## src/rtl/psum_fuse_unit_if.sv

```systemverilog
// Bundle of control, psum SRAM read, fused-row stream and peer-sum exchange signals for psum_fuse_unit.
interface psum_fuse_unit_if #(
    parameter int COL     = 8,
    parameter int BW_PSUM = 12,
    parameter int BW_OUT  = 16,
    parameter int ADDR_W  = 4,
    parameter int SUM_W   = 24
);
    logic                     start;
    logic [1:0]               mode;
    logic [ADDR_W-1:0]        base_addr;
    logic [ADDR_W:0]          num_rows;
    logic                     busy;
    logic                     done;
    logic                     pmem_rd;
    logic [ADDR_W-1:0]        pmem_add;
    logic [COL*BW_PSUM-1:0]   pmem_out;
    logic                     out_valid;
    logic                     out_ready;
    logic [COL*BW_OUT-1:0]    out_data;
    logic [ADDR_W-1:0]        out_add;
    logic [SUM_W-1:0]         sum_out;
    logic [SUM_W-1:0]         sum_in;
    logic                     sum_in_valid;
    logic [SUM_W-1:0]         total_sum;
    logic                     total_valid;

    modport master (
        output start, mode, base_addr, num_rows, pmem_out, out_ready, sum_in, sum_in_valid,
        input  busy, done, pmem_rd, pmem_add, out_valid, out_data, out_add, sum_out,
               total_sum, total_valid
    );

    modport slave (
        input  start, mode, base_addr, num_rows, pmem_out, out_ready, sum_in, sum_in_valid,
        output busy, done, pmem_rd, pmem_add, out_valid, out_data, out_add, sum_out,
               total_sum, total_valid
    );
endinterface

```

## src/rtl/psum_fuse_unit.sv

```systemverilog
// Reads psum rows, fuses neighbour lanes per mode, streams them through a 2-entry FIFO,
// and accumulates a |x| row-sum that is combined with the peer core's sum.
module psum_fuse_unit #(
    parameter int COL     = 8,
    parameter int BW_PSUM = 12,
    parameter int BW_OUT  = 16,
    parameter int SHIFT   = 4,
    parameter int ADDR_W  = 4,
    parameter int SUM_W   = 24
) (
    input logic            clk,
    input logic            reset,
    psum_fuse_unit_if.slave bus
);
    localparam int ROW_W = BW_OUT + 2 + $clog2(COL);
    localparam int ACC_W = ((ROW_W > SUM_W) ? ROW_W : SUM_W) + 1;
    localparam logic [ADDR_W:0] ROW_ONE = (ADDR_W+1)'(1);

    typedef enum logic [1:0] {IDLE = 2'd0, READ = 2'd1, DRAIN = 2'd2, EXCH = 2'd3} state_t;

    state_t                state_q, state_d;
    logic [1:0]            mode_q;
    logic [ADDR_W-1:0]     base_q;
    logic [ADDR_W:0]       nrows_q;
    logic [ADDR_W:0]       rd_cnt_q;
    logic                  inflight_q;
    logic [ADDR_W-1:0]     inflight_addr_q;
    logic [COL*BW_OUT-1:0] fifo_data_q [2];
    logic [ADDR_W-1:0]     fifo_addr_q [2];
    logic                  wr_ptr_q, rd_ptr_q;
    logic [1:0]            cnt_q;
    logic [SUM_W-1:0]      sum_q, total_q;
    logic                  total_valid_q, done_q;

    logic                  start_acc_s, pmem_rd_s, exch_fire_s, push_s, pop_s, last_rd_s;
    logic [ADDR_W-1:0]     pmem_add_s;
    logic [2:0]            occ_s;
    logic signed [BW_OUT-1:0] s_lane [COL];
    logic [BW_OUT-1:0]     f_lane [COL];
    logic [COL*BW_OUT-1:0] fused_s;
    logic [ROW_W-1:0]      row_sum_s;

    function automatic logic [BW_OUT:0] abs_lane(input logic [BW_OUT-1:0] x);
        logic [BW_OUT:0] w;
        w = {x[BW_OUT-1], x};
        if (x[BW_OUT-1]) abs_lane = -w;
        else             abs_lane = w;
    endfunction

    function automatic logic [SUM_W-1:0] sat_add(input logic [SUM_W-1:0] a, input logic [ACC_W-1:0] b);
        logic [ACC_W-1:0] s;
        s = ACC_W'(a) + b;
        if (s > ACC_W'({SUM_W{1'b1}})) sat_add = {SUM_W{1'b1}};
        else                           sat_add = s[SUM_W-1:0];
    endfunction

    // A read returning this cycle is pushed; the pop frees a slot in the same cycle.
    assign push_s     = inflight_q;
    assign pop_s      = (cnt_q != 2'd0) && bus.out_ready;
    assign occ_s      = {1'b0, cnt_q} + {2'b00, inflight_q} - {2'b00, pop_s};
    assign pmem_add_s = base_q + rd_cnt_q[ADDR_W-1:0];
    assign last_rd_s  = (rd_cnt_q == (nrows_q - ROW_ONE));

    // FSM state register
    always_ff @(posedge clk or posedge reset) begin
        if (reset) state_q <= IDLE;
        else       state_q <= state_d;
    end

    // FSM next-state logic
    always_comb begin
        state_d = state_q;
        case (state_q)
            IDLE: begin
                if (bus.start) state_d = (bus.num_rows == '0) ? EXCH : READ;
                else           state_d = IDLE;
            end
            READ: begin
                if (pmem_rd_s && last_rd_s) state_d = DRAIN;
                else                        state_d = READ;
            end
            DRAIN: begin
                if ((cnt_q == 2'd0) && !inflight_q) state_d = EXCH;
                else                                state_d = DRAIN;
            end
            EXCH: begin
                if (bus.sum_in_valid) state_d = IDLE;
                else                  state_d = EXCH;
            end
            default: state_d = IDLE;
        endcase
    end

    // FSM outputs: start acceptance, read issue, peer-sum capture
    always_comb begin
        start_acc_s = 1'b0;
        pmem_rd_s   = 1'b0;
        exch_fire_s = 1'b0;
        case (state_q)
            IDLE:    start_acc_s = bus.start;
            READ:    pmem_rd_s   = (occ_s < 3'd2);
            DRAIN:   pmem_rd_s   = 1'b0;
            EXCH:    exch_fire_s = bus.sum_in_valid;
            default: pmem_rd_s   = 1'b0;
        endcase
    end

    // Lane fusion of the returning row and its |x| sum
    always_comb begin
        for (int k = 0; k < COL; k++) begin
            s_lane[k] = BW_OUT'($signed(bus.pmem_out[k*BW_PSUM +: BW_PSUM]));
            f_lane[k] = '0;
        end
        case (mode_q)
            2'd1: begin
                for (int j = 0; j < COL/2; j++)
                    f_lane[j] = (s_lane[2*j+1] << SHIFT) + s_lane[2*j];
            end
            2'd2: begin
                for (int j = 0; j < COL/4; j++)
                    f_lane[j] = (s_lane[4*j+3] << (3*SHIFT)) + (s_lane[4*j+2] << (2*SHIFT))
                              + (s_lane[4*j+1] << SHIFT) + s_lane[4*j];
            end
            default: begin
                for (int k = 0; k < COL; k++) f_lane[k] = s_lane[k];
            end
        endcase
        fused_s   = '0;
        row_sum_s = '0;
        for (int k = 0; k < COL; k++) begin
            fused_s[k*BW_OUT +: BW_OUT] = f_lane[k];
            row_sum_s = row_sum_s + ROW_W'(abs_lane(f_lane[k]));
        end
    end

    // Pass parameters, read tracking, local sum and peer-sum exchange
    always_ff @(posedge clk or posedge reset) begin
        if (reset) begin
            mode_q          <= 2'd0;
            base_q          <= '0;
            nrows_q         <= '0;
            rd_cnt_q        <= '0;
            inflight_q      <= 1'b0;
            inflight_addr_q <= '0;
            sum_q           <= '0;
            total_q         <= '0;
            total_valid_q   <= 1'b0;
            done_q          <= 1'b0;
        end else begin
            inflight_q <= pmem_rd_s;
            done_q     <= exch_fire_s;
            if (pmem_rd_s) inflight_addr_q <= pmem_add_s;
            if (start_acc_s) begin
                mode_q        <= bus.mode;
                base_q        <= bus.base_addr;
                nrows_q       <= bus.num_rows;
                rd_cnt_q      <= '0;
                sum_q         <= '0;
                total_q       <= '0;
                total_valid_q <= 1'b0;
            end else begin
                if (pmem_rd_s) rd_cnt_q <= rd_cnt_q + ROW_ONE;
                if (push_s)    sum_q    <= sat_add(sum_q, ACC_W'(row_sum_s));
                if (exch_fire_s) begin
                    total_q       <= sat_add(sum_q, ACC_W'(bus.sum_in));
                    total_valid_q <= 1'b1;
                end
            end
        end
    end

    // Two-entry output FIFO of {fused row, source address}
    always_ff @(posedge clk or posedge reset) begin
        if (reset) begin
            for (int e = 0; e < 2; e++) begin
                fifo_data_q[e] <= '0;
                fifo_addr_q[e] <= '0;
            end
            wr_ptr_q <= 1'b0;
            rd_ptr_q <= 1'b0;
            cnt_q    <= 2'd0;
        end else begin
            if (push_s) begin
                fifo_data_q[wr_ptr_q] <= fused_s;
                fifo_addr_q[wr_ptr_q] <= inflight_addr_q;
                wr_ptr_q              <= ~wr_ptr_q;
            end
            if (pop_s) rd_ptr_q <= ~rd_ptr_q;
            cnt_q <= cnt_q + {1'b0, push_s} - {1'b0, pop_s};
        end
    end

    assign bus.busy        = (state_q != IDLE);
    assign bus.done        = done_q;
    assign bus.pmem_rd     = pmem_rd_s;
    assign bus.pmem_add    = pmem_add_s;
    assign bus.out_valid   = (cnt_q != 2'd0);
    assign bus.out_data    = fifo_data_q[rd_ptr_q];
    assign bus.out_add     = fifo_addr_q[rd_ptr_q];
    assign bus.sum_out     = sum_q;
    assign bus.total_sum   = total_q;
    assign bus.total_valid = total_valid_q;
endmodule

```

## src/flat_wrapper.sv

```systemverilog
// flat-port wrapper written by rule: the top's interface ports become plain ports
module psum_fuse_unit_flat 
#(
    parameter int COL     = 8,
    parameter int BW_PSUM = 12,
    parameter int BW_OUT  = 16,
    parameter int SHIFT   = 4,
    parameter int ADDR_W  = 4,
    parameter int SUM_W   = 24
)
  (clk, reset, bus_start, bus_mode, bus_base_addr, bus_num_rows, bus_pmem_out, bus_out_ready, bus_sum_in, bus_sum_in_valid, bus_busy, bus_done, bus_pmem_rd, bus_pmem_add, bus_out_valid, bus_out_data, bus_out_add, bus_sum_out, bus_total_sum, bus_total_valid);
  psum_fuse_unit_if #(.COL(COL), .BW_PSUM(BW_PSUM), .BW_OUT(BW_OUT), .ADDR_W(ADDR_W), .SUM_W(SUM_W)) bus_i ();
  input logic clk;
  input logic reset;
  input wire logic [$bits(bus_i.start)-1:0] bus_start;
  input wire logic [$bits(bus_i.mode)-1:0] bus_mode;
  input wire logic [$bits(bus_i.base_addr)-1:0] bus_base_addr;
  input wire logic [$bits(bus_i.num_rows)-1:0] bus_num_rows;
  input wire logic [$bits(bus_i.pmem_out)-1:0] bus_pmem_out;
  input wire logic [$bits(bus_i.out_ready)-1:0] bus_out_ready;
  input wire logic [$bits(bus_i.sum_in)-1:0] bus_sum_in;
  input wire logic [$bits(bus_i.sum_in_valid)-1:0] bus_sum_in_valid;
  output wire logic [$bits(bus_i.busy)-1:0] bus_busy;
  output wire logic [$bits(bus_i.done)-1:0] bus_done;
  output wire logic [$bits(bus_i.pmem_rd)-1:0] bus_pmem_rd;
  output wire logic [$bits(bus_i.pmem_add)-1:0] bus_pmem_add;
  output wire logic [$bits(bus_i.out_valid)-1:0] bus_out_valid;
  output wire logic [$bits(bus_i.out_data)-1:0] bus_out_data;
  output wire logic [$bits(bus_i.out_add)-1:0] bus_out_add;
  output wire logic [$bits(bus_i.sum_out)-1:0] bus_sum_out;
  output wire logic [$bits(bus_i.total_sum)-1:0] bus_total_sum;
  output wire logic [$bits(bus_i.total_valid)-1:0] bus_total_valid;
  assign bus_i.start = bus_start;
  assign bus_i.mode = bus_mode;
  assign bus_i.base_addr = bus_base_addr;
  assign bus_i.num_rows = bus_num_rows;
  assign bus_i.pmem_out = bus_pmem_out;
  assign bus_i.out_ready = bus_out_ready;
  assign bus_i.sum_in = bus_sum_in;
  assign bus_i.sum_in_valid = bus_sum_in_valid;
  assign bus_busy = bus_i.busy;
  assign bus_done = bus_i.done;
  assign bus_pmem_rd = bus_i.pmem_rd;
  assign bus_pmem_add = bus_i.pmem_add;
  assign bus_out_valid = bus_i.out_valid;
  assign bus_out_data = bus_i.out_data;
  assign bus_out_add = bus_i.out_add;
  assign bus_sum_out = bus_i.sum_out;
  assign bus_total_sum = bus_i.total_sum;
  assign bus_total_valid = bus_i.total_valid;
  psum_fuse_unit #(.COL(COL), .BW_PSUM(BW_PSUM), .BW_OUT(BW_OUT), .SHIFT(SHIFT), .ADDR_W(ADDR_W), .SUM_W(SUM_W)) u_core (.clk(clk), .reset(reset), .bus(bus_i));
endmodule
```

## config.mk

```make
export PLATFORM = sky130hd
export DESIGN_NAME = psum_fuse_unit_flat
export DESIGN_NICKNAME = d
export VERILOG_FILES = /design/src/rtl/psum_fuse_unit_if.sv /design/src/rtl/psum_fuse_unit.sv /design/src/flat_wrapper.sv
export SDC_FILE = /design/constraint.sdc
export NUM_CORES = 1
export LEC_CHECK = 0
export CAP_MARGIN = 20
export CORE_MARGIN = 5
export CORE_UTILIZATION = 55
export DETAILED_ROUTE_END_ITERATION = 10
export PLACE_DENSITY_LB_ADDON = 0.12
export SLEW_MARGIN = 10
export SYNTH_ARGS = -nofsm -noshare
export SYNTH_HDL_FRONTEND = slang
export SYNTH_SLANG_ARGS = --single-unit
```

## constraint.sdc

```tcl
create_clock -name clk -period 11.4 [get_ports clk]
set_input_delay 1.71 -clock clk [delete_from_list [all_inputs] [get_ports clk]]
set_output_delay 1.71 -clock clk [all_outputs]
set_load 0.05 [all_outputs]
```

Word-level counts from Yosys, hierarchy flattened. Index checks and enable logic that the tools add are counted.

Input bits: 136. Output and inout port bits: 189. Logic and storage cells: 124. Bits in registers: 341.

Order comparisons: 6. Bitwise gates (word level): 4. Equality and inequality tests: 6. Mux-type cells: 42. Reductions and logical operators: 14. $add $sub $neg: 34.

Operator list (count): two-way mux 128 bit (4); bitwise mux 256 bit (1); two-way mux 24 bit (6); two-way mux 17 bit (8); negation 17 bit (8); demux 128 bit (select 1 bit) (1); case mux 32 bit (2 select lines) (2); adder 21 x 17 -> 21 bit (6); adder 16 x 12 -> 16 bit (6); adder 16 bit (4); two-way mux 64 bit (1); greater-than comparator 25 x 24 -> 1 bit, second input constant (2); adder 24 x 21 -> 25 bit (1); adder 24 x 24 -> 25 bit (1); adder 17 x 17 -> 18 bit (1); two-way mux 4 bit (4); two-way mux 5 bit (2); nonzero test 2 bit (5); bitwise mux 8 bit (1); two-way mux 2 bit (4); case mux 2 bit (4 select lines) (1); == test 2 bit, second input constant (3); two-way mux 1 bit (6); adder 5 x 1 -> 5 bit, second input constant (1); 19 further kinds (27).

Depth between registers and ports, before layout.
Word-level depth: 18. Mapped depth: 52. Gate-level depth less buffers: 49.

Least setup slack after synthesis. Ideal clock, no wire load.

Kind: input -> register. Start: in bus_pmem_out[59]. End: reg u_core.sum_q[17], in the netlist u_core.bus.sum_out[17]. Setup time: 0.132 ns. Stages: 50. Data arrival time: 11.513 ns. Slack: -0.245 ns. Cell sequence: clkbuf_1 > inv_1 > fa_1 > fa_1 > inv_1 > ha_1 > a21oi_1 > o31ai_1 > a21oi_1 > xnor2_1 > o221ai_1 > o21ai_2 > buf_4 > mux2i_1 > ha_1 > a21o_1 > a21oi_1 > o2111a_1 > [... 14 more ...] > nand2_1 > a21o_1 > a21o_1 > a31o_2 > o311a_1 > o21a_1 > nor2_1 > xnor2_1 > ha_1 > clkbuf_1 > a21o_1 > a21o_1 > a21oi_1 > o31ai_1 > o21ai_2 > nand2_1 > o22ai_1 > nor2_1.

Word-level cells in the longest chain between the ends: 16.

RTL lines: start, declared (line flat_wrapper.sv:19) `input wire logic [$bits(bus_i.pmem_out)-1:0] bus_pmem_out;`; adder 16 x 12 -> 16 bit (line psum_fuse_unit.sv:122) `+ (s_lane[4*j+1] << SHIFT) + s_lane[4*j];`; case mux 32 bit (2 select lines) (line psum_fuse_unit.sv:114) `case (mode_q)`; negation 17 bit (line psum_fuse_unit.sv:46) `if (x[BW_OUT-1]) abs_lane = -w;`; two-way mux 17 bit (line psum_fuse_unit.sv:46); adder 17 x 17 -> 18 bit (line psum_fuse_unit.sv:132) `row_sum_s = row_sum_s + ROW_W'(abs_lane(f_lane[k]));`; adder 21 x 17 -> 21 bit (2 in series) (line psum_fuse_unit.sv:132); adder 21 x 17 -> 21 bit * (4 in series) (line psum_fuse_unit.sv:132); adder 24 x 21 -> 25 bit * (line psum_fuse_unit.sv:52) `s = ACC_W'(a) + b;`; greater-than comparator 25 x 24 -> 1 bit (line psum_fuse_unit.sv:53) `if (s > ACC_W'({SUM_W{1'b1}})) sat_add = {SUM_W{1'b1}};`; two-way mux 24 bit * (line psum_fuse_unit.sv:53); two-way mux 24 bit * (line psum_fuse_unit.sv:163) `if (push_s) sum_q <= sat_add(sum_q, ACC_W'(row_sum_s));`; two-way mux 24 bit * (line psum_fuse_unit.sv:153) `if (start_acc_s) begin`; end signal, assigned (line psum_fuse_unit.sv:163); end, declared (line psum_fuse_unit.sv:32) `logic [SUM_W-1:0] sum_q, total_q;`.

Mark *: on every way between the ends. The rest lies on a longest branch, timed or not. The select of a mux whose other input is x is not followed. A chain may end at the register's enable or synchronous reset.

Worst setup path in the final report.
Start: in bus_pmem_out[68]. End: reg u_core.sum_q[2], in the netlist u_core.bus.sum_out[2].

Word-level cells in the longest chain between the ends: 17.

RTL lines (line): adder 16 bit (psum_fuse_unit.sv:122); adder 16 x 12 -> 16 bit (psum_fuse_unit.sv:122); case mux 32 bit (2 select lines) (psum_fuse_unit.sv:114); negation 17 bit (psum_fuse_unit.sv:46); two-way mux 17 bit (psum_fuse_unit.sv:46); adder 17 x 17 -> 18 bit (psum_fuse_unit.sv:132); adder 21 x 17 -> 21 bit (3 in series) (psum_fuse_unit.sv:132); adder 21 x 17 -> 21 bit * (3 in series) (psum_fuse_unit.sv:132); adder 24 x 21 -> 25 bit * (psum_fuse_unit.sv:52); greater-than comparator 25 x 24 -> 1 bit (psum_fuse_unit.sv:53); two-way mux 24 bit * (psum_fuse_unit.sv:53); two-way mux 24 bit * (psum_fuse_unit.sv:163); two-way mux 24 bit * (psum_fuse_unit.sv:153).

Marks and branches as above.

==> impl_metrics.toml <==
[outcome]
status = "complete, no violations"

[placement]
place_congestion = 1.00
dp_hpwl_um = 67600
numPortBuffers = 324

[detailed_routing]
wirelength_um = 87700
dr_total_vias = 24083
viasPerCell = 5.85
wl_per_cell_um = 21.3
drt_iter0_markers = 2284
drc_errors = 0
wl_met2_um = 42900
drt-pass1-iter-count = 6
routed.top_layer = "met5"
antenna_left = 0
wl_met3_um = 6420
wl_met1_um = 34900

[sta]
min_period_ns = 11.28
setup_viol = 0
hold_viol_final = 0
slew_headroom = 0.272
tightest_slew_ns = 1.09
finalCritPeriodShare = 0.989
slew_viol_final = 0
max_freq_ghz = 0.0887
skew_ns = 0.0174
tns_ns = 0

[logic_synthesis]
synth_cell_type_count = 79
synth_flop_cell = "dfrtp_1"
synth_top_area_frac = 0.304
ys_ff_latch = 309
yosysTopAreaCell = "dfrtp_1"
synthTopCellsByCount = "nand2_1 (412), dfrtp_1 (309), o21ai_0 (297)"
synthesis.instances = 2881
synth_warnings = 0
ys_seq_area_frac = 0.304
synth_most_common_cell = "nand2_1"
syn_area_um2 = 25400
avgSynthCellArea_um2 = 8.83
synth_area_leaders = "dfrtp_1 (30%), fa_1 (9.3%), ha_1 (8.9%)"
async_reset_ff_frac = 1.00
synth-edff-count = 0

[floorplan]
ioPinCount = 325
start_util = 0.558
die_area_um2 = 50700
dieHeight_um = 225
core_um2 = 45600
fp-row-count = 78
die-width_um = 225

[setup_path]
slowest_delay_ns = 0.60
crit-reg2reg-launch = "u_core.mode_q[0]"
end_kind = "flip-flop"
critPathMostFrequentCell = "fa_1"
critPathRequiredTime_ns = 11.80
cp.arrival_ns = 11.68
crit_end = "u_core.bus.sum_out[2]"
cp-startpoint = "bus_pmem_out[68]"
crit_family = "adder cells"
crit_fanout = 14
ff2ff_path_depth = 33
path_depth = 43
path_buf_inv = 9
critPathKind = "input pin to flip-flop"
reg2reg_slack_ns = 1.61
cp-start-kind = "input pin"
cp_slowest_cell = "fa_1"
r2r_end = "u_core.bus.sum_out[2]"

[layout]
syn_to_final_growth_pct = 32.7
multi_input_area_um2 = 17000
drive_gt1_frac = 0.209
regArea_um2 = 7740
final_nets = 3923
diodes = 0
fillCellCount = 3291

[clock_tree]
cts_max_level = 2
cts-root-buf = "clkbuf_16"
cts_buffers = 36
hold_buffers = 0
clk_latency_ns = 0.56
path_clk_slew_ns = 0.06
cts_tree = "done"
clock_sinks = 309
cts_buffer_depth = 3

[global_routing]
antenna_found_initial = 4
grt_max_degree = 110
grt_pass1_wl_um = 134000
grt_pass1_vias = 24413
grt.total_usage = 0.333
overflow = 0

[run]
maxCapViolations = 0

[min_path]
min_path_type = "flip-flop to flip-flop"
-- worst min-delay path by stage --
stage                       startpoint                       to  cells past startpoint
2_1_floorplan   u_core.fifo_data_q[30]   u_core.fifo_data_q[30]                      2
3_3_place_gp   u_core.fifo_data_q[111]  u_core.fifo_data_q[111]                      2
3_5_place_dp    u_core.fifo_data_q[85]   u_core.fifo_data_q[85]                      2
4_1_cts        u_core.fifo_data_q[102]  u_core.fifo_data_q[102]                      2
5_1_grt        u_core.fifo_data_q[126]  u_core.fifo_data_q[126]                      2
6_report        u_core.fifo_data_q[32]   u_core.fifo_data_q[32]                      2
-- per-stage QoR --
step | setup slack, ns | std cells | hold slack (ns) | cell area [µm²] | util
floorplan | -0.00604 | 2903 | 0.443 | 25500 | -
global placement | -0.802 | 4026 | 0.456 | 31500 | 0.692
detailed placement | -0.986 | 4026 | 0.465 | 31500 | 0.692
CTS | 0.00111 | 4099 | 0.477 | 33100 | 0.725
global route | -0.133 | 4116 | 0.487 | 33800 | 0.741
finish | 0.121 | 4116 | 0.473 | 33800 | 0.741
-- routing by layer --
metal	global-route usage	vias up
met4	0.122	8
met1	0.423	11807
met5	0	-
met3	0.0574	190
met2	0.571	976
li1	-	11102
-- cells by family (layout without fill, tap and decap cells) --
logic type                 Yosys count  count (layout)  synth area share
AOI/OAI and AO/OA                  780             780             0.186
xor gates and xnor gates           212             212            0.0730
adders and majority gates          299             299             0.182
buffers and inverters              393            1006            0.0614
DFF                                309             309             0.304
muxes                              153             153            0.0672
other                                2              24          0.000295
and+or+nand+nor                    733             733             0.126
-- sequential cells by signal, summed over array words and instances, names as in the netlist --
signal / cells
u_core.wr_ptr_q: 1
u_core.bus.total_valid: 1
u_core.inflight_addr_q: 4
u_core.bus.total_sum: 24
u_core.bus.done: 1
u_core.base_q: 4
u_core.fifo_data_q: 224
u_core.mode_q: 2
u_core.state_q: 2
u_core.rd_cnt_q: 5
u_core.nrows_q: 5
u_core.cnt_q: 2
u_core.fifo_addr_q: 8
u_core.rd_ptr_q: 1
u_core.bus.sum_out: 24
u_core.inflight_q: 1
-- cells in the final DEF, fill, tap and decap left out, types with 15 or more instances in the layout --
| cell | n |
|---|---|
| a21o_1 | 43 |
| a21oi_1 | 131 |
| a22oi_1 | 19 |
| a31oi_1 | 51 |
| buf_4 | 361 |
| clkbuf_16 | 37 |
| clkdlybuf4s50_1 | 279 |
| conb_1 | 24 |
| dfrtp_1 | 308 |
| dlymetal6s2s_1 | 30 |
| fa_1 | 114 |
| ha_1 | 146 |
| ha_4 | 25 |
| inv_1 | 222 |
| inv_2 | 22 |
| mux2_2 | 141 |
| nand2_1 | 410 |
| nand2b_1 | 16 |
| nand3_1 | 30 |
| nand4_1 | 15 |
| nor2_1 | 127 |
| nor2b_1 | 18 |
| nor3_1 | 24 |
| o21a_1 | 26 |
| o21ai_0 | 289 |
| o21ai_1 | 44 |
| o31ai_1 | 22 |
| xnor2_1 | 126 |
| xor2_1 | 82 |
-- tightest hold or removal path, cell delays in order, from the launching register on --
cell and delay (ns):
dfrtp_1 0.34, nand2_1 0.04, o21ai_0 0.06
-- layout make-up --
type	instances	share of cell area
timing repair buffer	692	0.180
clock buffer	49	0.0305
tap	600	0.0222
multi-input combinational	2201	0.502
inverter	248	0.0279
sequential	309	0.229
clock inverter	17	0.00745
-- what timing repair did --
item	in CTS	in global routing
pin swaps	33	90
setup endpoints to repair	24	24
resized for setup	55	154
buffers inserted	7	15
cloned	0	0
Power is not shown: default switching activity piles up to over one toggle a cycle in this logic, so the estimate is an artifact.
